## src/rtl/prog_load_ctrl.sv

```systemverilog
// Boot-time program loader: assembles a framed byte stream into imem lines and dmem words.
// Optional trailer checksum byte enabled by defining PLOAD_CHECKSUM_EN.
module prog_load_ctrl #(
   parameter int          IMEM_LINES = 512,
   parameter int          DMEM_WORDS = 4096,
   parameter logic [31:0] DMEM_BASE  = 32'h0
) (
   input  logic                          clk,
   input  logic                          reset_x,
   input  logic                          in_valid,
   input  logic [7:0]                    in_data,
   output logic                          in_ready,
   output logic                          core_reset,
   output logic                          loading,
   output logic                          done,
   output logic                          err,
   output logic                          imem_we,
   output logic [$clog2(IMEM_LINES)-1:0] imem_addr,
   output logic [127:0]                  imem_wdata,
   input  logic                          core_dmem_we,
   input  logic [31:0]                   core_dmem_addr,
   input  logic [31:0]                   core_dmem_wdata,
   output logic                          dmem_we,
   output logic [31:0]                   dmem_addr,
   output logic [31:0]                   dmem_wdata
);
   localparam int IAW = $clog2(IMEM_LINES);

   typedef enum logic [2:0] {
      S_HDR, S_IMEM, S_DMEM,
`ifdef PLOAD_CHECKSUM_EN
      S_CSUM,
`endif
      S_DONE, S_ERR
   } state_t;

`ifdef PLOAD_CHECKSUM_EN
   localparam state_t FIN_ST = S_CSUM;
`else
   localparam state_t FIN_ST = S_DONE;
`endif

   state_t         state_q, state_d;
   logic [127:0]   shift_q, shift_d;
   logic [3:0]     bcnt_q, bcnt_d;
   logic [15:0]    idx_q, idx_d, ni_q, ni_d, nd_q, nd_d;
   logic           rdy_q, rdy_d, crst_q;
   logic           iwe_q, iwe_d, dwe_q, dwe_d;
   logic [IAW-1:0] iaddr_q, iaddr_d;
   logic [31:0]    daddr_q, daddr_d;
   logic [31:0]    word;
   logic           acc, ld_sel;
`ifdef PLOAD_CHECKSUM_EN
   logic [7:0]     csum_q, csum_d;
`endif

   assign acc     = in_valid & rdy_q;
   assign shift_d = acc ? {in_data, shift_q[127:8]} : shift_q;
   assign word    = shift_d[127:96];

   always_comb begin
      state_d = state_q;
      bcnt_d  = bcnt_q;
      idx_d   = idx_q;
      ni_d    = ni_q;
      nd_d    = nd_q;
      iwe_d   = 1'b0;
      iaddr_d = iaddr_q;
      dwe_d   = 1'b0;
      daddr_d = daddr_q;
`ifdef PLOAD_CHECKSUM_EN
      csum_d  = acc ? (csum_q ^ in_data) : csum_q;
`endif
      if (acc) begin
         bcnt_d = bcnt_q + 4'd1;
         case (state_q)
            S_HDR: if (bcnt_q == 4'd3) begin
               bcnt_d = '0;
               ni_d   = word[15:0];
               nd_d   = word[31:16];
               if (32'(word[15:0]) > IMEM_LINES || 32'(word[31:16]) > DMEM_WORDS)
                  state_d = S_ERR;
               else if (word[15:0] != 16'd0)
                  state_d = S_IMEM;
               else if (word[31:16] != 16'd0)
                  state_d = S_DMEM;
               else
                  state_d = FIN_ST;
            end
            S_IMEM: if (bcnt_q == 4'd15) begin
               bcnt_d  = '0;
               iwe_d   = 1'b1;
               iaddr_d = idx_q[IAW-1:0];
               idx_d   = idx_q + 16'd1;
               if (idx_q == ni_q - 16'd1) begin
                  idx_d   = '0;
                  state_d = (nd_q != 16'd0) ? S_DMEM : FIN_ST;
               end
            end
            S_DMEM: if (bcnt_q == 4'd3) begin
               bcnt_d  = '0;
               dwe_d   = 1'b1;
               daddr_d = DMEM_BASE + {14'd0, idx_q, 2'b00};
               idx_d   = idx_q + 16'd1;
               if (idx_q == nd_q - 16'd1) begin
                  idx_d   = '0;
                  state_d = FIN_ST;
               end
            end
`ifdef PLOAD_CHECKSUM_EN
            // Trailer folds into the running XOR; a clean frame leaves zero.
            S_CSUM: state_d = (csum_d == 8'd0) ? S_DONE : S_ERR;
`endif
            default: ;
         endcase
      end
      rdy_d = (state_d != S_DONE) && (state_d != S_ERR);
   end

   always_ff @(posedge clk or negedge reset_x) begin
      if (!reset_x) begin
         state_q <= S_HDR;
         shift_q <= '0;
         bcnt_q  <= '0;
         idx_q   <= '0;
         ni_q    <= '0;
         nd_q    <= '0;
         rdy_q   <= 1'b0;
         crst_q  <= 1'b1;
         iwe_q   <= 1'b0;
         iaddr_q <= '0;
         dwe_q   <= 1'b0;
         daddr_q <= '0;
`ifdef PLOAD_CHECKSUM_EN
         csum_q  <= '0;
`endif
      end else begin
         state_q <= state_d;
         shift_q <= shift_d;
         bcnt_q  <= bcnt_d;
         idx_q   <= idx_d;
         ni_q    <= ni_d;
         nd_q    <= nd_d;
         rdy_q   <= rdy_d;
         crst_q  <= (state_q != S_DONE);
         iwe_q   <= iwe_d;
         iaddr_q <= iaddr_d;
         dwe_q   <= dwe_d;
         daddr_q <= daddr_d;
`ifdef PLOAD_CHECKSUM_EN
         csum_q  <= csum_d;
`endif
      end
   end

   assign in_ready   = rdy_q;
   assign core_reset = crst_q;
   assign loading    = (state_q != S_DONE);
   assign done       = (state_q == S_DONE);
   assign err        = (state_q == S_ERR);
   assign imem_we    = iwe_q;
   assign imem_addr  = iaddr_q;
   assign imem_wdata = shift_q;

   // The final word strobe lands in the first DONE cycle, so keep the loader on the port for it.
   assign ld_sel     = loading | dwe_q;
   assign dmem_we    = ld_sel ? dwe_q           : core_dmem_we;
   assign dmem_addr  = ld_sel ? daddr_q         : core_dmem_addr;
   assign dmem_wdata = ld_sel ? shift_q[127:96] : core_dmem_wdata;
endmodule

```

## config.mk

```make
export PLATFORM = sky130hd
export DESIGN_NAME = prog_load_ctrl
export DESIGN_NICKNAME = d
export VERILOG_FILES = /design/src/rtl/prog_load_ctrl.sv
export SDC_FILE = /design/constraint.sdc
export NUM_CORES = 1
export LEC_CHECK = 0
export ABC_AREA = 1
export CAP_MARGIN = 10
export CELL_PAD_IN_SITES_DETAIL_PLACEMENT = 0
export CELL_PAD_IN_SITES_GLOBAL_PLACEMENT = 2
export CORE_ASPECT_RATIO = 2
export CORE_MARGIN = 1
export CORE_UTILIZATION = 28
export CTS_CLUSTER_DIAMETER = 30
export CTS_CLUSTER_SIZE = 25
export DETAILED_ROUTE_END_ITERATION = 16
export GPL_TIMING_DRIVEN = 1
export PLACE_DENSITY = 0.92
export SETUP_SLACK_MARGIN = 0.1
export SLEW_MARGIN = 20
export SYNTH_ARGS = -nofsm -noshare
export SYNTH_HDL_FRONTEND = slang
export SYNTH_SLANG_ARGS = --single-unit
```

## constraint.sdc

```tcl
create_clock -name clk -period 2.3 [get_ports clk]
set_input_delay 0.46 -clock clk [delete_from_list [all_inputs] [get_ports clk]]
set_output_delay 0.46 -clock clk [all_outputs]
set_load 0.01 [all_outputs]
```

==> results <==
- On the worst path, the slowest cell contributes a delay of 0.39 ns.
- In this run the worst path has a maximum fanout of 9.
- Cells with a size suffix above 1 make up between 20% and 30% of the layout.
- The number of hold violations in the final report came to 0.
- The critical path goes through nor3_2 > buf_4 > nand2_8 > buf_12 > buf_6 > nor2_4 > a21oi_4 > buf_2.
- The later pin in the worst-skew pair is clocked with a latency of approximately 0.58 ns.
- The HPWL after detailed placement is roughly 30000 um.
- The worst setup path is of the flop to primary output kind.
- The die extent in y is approximately 280 um.
- In this run, synthesis inferred 0 flip-flops with an integrated enable.
- Synthesis inferred 212 register bits.
- The mapped netlist covers 10600 um^2.
- The total count of max-transition violations in the final report is 0.
- The die area is 38800 um^2.
- The sum of buffers and inverters on the critical path is 4.
- For this block, the initial DRC count from the detailed router was 494.
- The register clock-pin slew on the reported worst setup and hold paths is 0.06 ns.
- The count of final setup violators is 65.
- The number of nets in the synthesized netlist is 1438.
- The cell chosen for the clock root is clkbuf_16.
- The post-layout worst setup margin is -0.222 ns.
- After floorplanning, the core was divided into 100 placement rows.
- The checks that failed: setup timing.
- The cell class contributing the biggest share of worst-path delay is buffers and inverters.
- The final critical path takes up 110% of the cycle.
- The share of flip-flops with an asynchronous set or reset is 100%.
- Counting the buffers created by CTS gives 30.
- At the end of the flow the core is filled with cells to 44.8%.
- The initial core utilization is about 29%.
- The final layout contains routed wiring with a total length of 38600 um.
- The die extent in x is 140 um.
- Across the run, the number of max-cap violations was 0.
- The total DRC errors in the routed layout is 0.
- The worst pin sits at a relative slew slack of 44.2%.
- The required time at the worst-slack endpoint is 1.84 ns.
- The longest clock path from root to sink contains 3 buffers.
- The share of synthesized area occupied by flip-flops and latches is 49.9%.
- For this block, the via count after detailed routing is 10.3k.
- The yosys synthesis warning count is 0.
- The run finished, with violations left.
- The first detailed-routing pass took 5 iterations.
- The number of global-route vias before repair is 10.3k.
- From synthesis to final layout, the design area changed by 57.0%.
- During I/O placement, the number of pins put on the boundary was 284.
- In this run the tool buffered the top-level ports with 283 buffer cells.
- The post-detailed-route wirelength per cell is between 15 and 20 um.
- For this run, the total global-route usage over all layers was measured as between 10% and 20%.
- The kind of start point of the critical path is a flop.
- The initial antenna violation count is 0.
- Counting every sink on the clock net gives 212.
- The leakage power summed over all cells is 0.00791 uW.
- The first global-routing pass estimated 58100 um of wire.
- In the final timing run, aggregate negative setup slack is -11.01 ns.
- The clock tree from TritonCTS is yes.
- The mean area per synthesized cell is 7.83 um^2.
- The placement-stage cell area is 14700 um^2.
- Power spread over the standard cell area amounts to 678 nW/um^2.
- The synthesized netlist contains 39 unique library cells.
- The library cells used most frequently in the layout, excluding fill and tap cells, are nand2_1 (355), clkdlybuf4s50_1 (214), dfrtp_1 (207), o21ai_0 (159), inv_1 (152).
- Synthesis handed over a netlist of 1358 instances.
- The depth of the CTS H-tree is 1.
- At the pin with the least slew margin, the transition time is 0.837 ns.
- The pin count of the biggest net entering global routing is 89.
- Using the TritonRoute via totals, the vias-per-cell ratio works out to ~4.6.
- The final non-filler cell area is 16700 um^2.
- At the end of routability-driven placement, the weighted congestion stood at approximately 0.86.
- The library cell used most frequently in the layout, excluding fill and tap cells, is nand2_1.
- In this run the remaining antenna-violating nets after routing total 0.
- The final critical delay including setup and external delays is about 2.5 ns.
- The worst setup path is captured at a primary output.
- Before CTS, the worst setup slack after placement is -0.324 ns.
- The predominant post-synthesis flop cell is dfrtp_1.
- Summed over all layers, the global routing overflow is 0.
- The path category of the worst min-delay check is input pin to async pin.
- Setup repair after global routing could not meet its margin everywhere.
- The slowest stage of the critical path belongs to the cell dfrtp_1.
- Derived from the worst setup path, the maximum achievable clock frequency is 0.396 GHz.
- The antenna cell count is 0.
- The total area inside the core boundary comes to 37300 um^2.
- STA puts the critical path data arrival time at 2.06 ns.
- The number of nets at the end of the flow is 1835.
- IR analysis of the VDD net gives a maximum drop of 459 uV.
- Between clock sinks in the finished design, the worst skew comes to 0.0289 ns.
==> metrics by stage <==
step	total power (uW)	hold WS (ns)	instances
2_1_floorplan	5090	0.164	1358
3_3_place_gp	6490	0.460	2156
3_5_place_dp	6520	0.464	2156
4_1_cts	11400	0.453	2233
5_1_grt	11800	0.497	2237
6_report	11300	0.447	2237
==> power breakdown <==
part           total (uW)  internal, uW  leakage (uW)  switching (uW)
registers            4390          4090       0.00274             293
clock network        4890          3030      0.000516            1870
logic                2040          1020       0.00465            1020
==> registers in the layout, indices dropped and copies added, names as in the netlist, 3 cells and up <==
name,count
imem_wdata,128
daddr_q,16
idx_q,16
nd_q,16
ni_q,16
imem_addr,9
bcnt_q,4
state_q,3
==> cell usage after synthesis, types with 2 or more instances <==
master / number / area share [%]
and3_1: 3 / 0.18
nor2_2: 8 / 0.47
dfrtp_1: 211 / 50
clkbuf_1: 38 / 1.3
nor2_1: 143 / 5.0
nand3_1: 53 / 2.5
nor3_2: 2 / 0.19
clkbuf_2: 3 / 0.14
nand2_2: 5 / 0.29
nand3b_1: 8 / 0.56
buf_2: 8 / 0.38
o21ai_0: 163 / 7.7
nor3_1: 8 / 0.38
xor2_1: 37 / 3.0
a21oi_1: 34 / 1.6
nand4_1: 9 / 0.53
inv_2: 9 / 0.32
buf_6: 6 / 0.64
nand2_1: 372 / 13
nor4_1: 6 / 0.35
or2_1: 3 / 0.18
mux2_2: 17 / 1.8
o21ai_1: 23 / 1.1
ha_1: 4 / 0.47
buf_1: 2 / 0.071
inv_1: 159 / 5.6
nor2_4: 7 / 0.74
xnor2_1: 6 / 0.49
==> what timing repair did <==
action / CTS / global route
setup buffers: 17 / 5
setup endpoints to repair: 84 / 86
pin swaps: 21 / 40
resized for setup: 367 / 128
cloned: 5 / 3
hold endpoints to repair: 57 / 0
hold buffers: 1 / 0
==> area by class of cell <==
type	instances	area [um^2]
fillers	3653	20600
repair buffers	422	4020
well taps	459	574
inverters	168	636
clock inverters	20	279
flip-flops and latches	212	5310
multi-input cells	921	5070
clock buffers	35	810
==> kinds of logic (layout without fill, tap and decap cells) <==
logic type	Yosys count	after routing	synth area share, %
muxes	17	17	1.80
DFF	212	212	49.9
AOI/OAI and AO/OA	227	227	11.0
xor gates and xnor gates	43	43	3.54
and+or+nand+nor	630	630	24.9
buffers and inverters	225	645	8.49
adders and majority gates	4	4	0.470
==> path summary, 6_finish.rpt <==
kind,start,to,slack [ns],depth (start not counted)
max,state_q[2]$_DFF_PN0_,dmem_wdata[7],-0.22,8
min,reset_x,imem_wdata[36]$_DFFE_PN0P_,0.45,2
max reg2reg,ni_q[0]$_DFFE_PN0P_,in_ready$_DFF_PN0_,-0.02,20
min reg2reg,imem_wdata[4]$_DFFE_PN0P_,imem_wdata[4]$_DFFE_PN0P_,0.48,2
max in group asynchronous,reset_x,core_reset$_DFF_PN1_,1.10,3
min in group clk,imem_wdata[4]$_DFFE_PN0P_,imem_wdata[4]$_DFFE_PN0P_,0.48,2
==> per-layer routing <==
layer / vias to the layer above / share of wire, % / GRT usage (%)
met4: 0 / 5.9 / 12.1
met2: 286 / 57 / 38.5
met5: - / 0 / 0
li1: 5069 / - / -
met3: 91 / 3.4 / 2.04
met1: 4881 / 34 / 19.0
No activity file was read; power rests on OpenSTA's default activity.
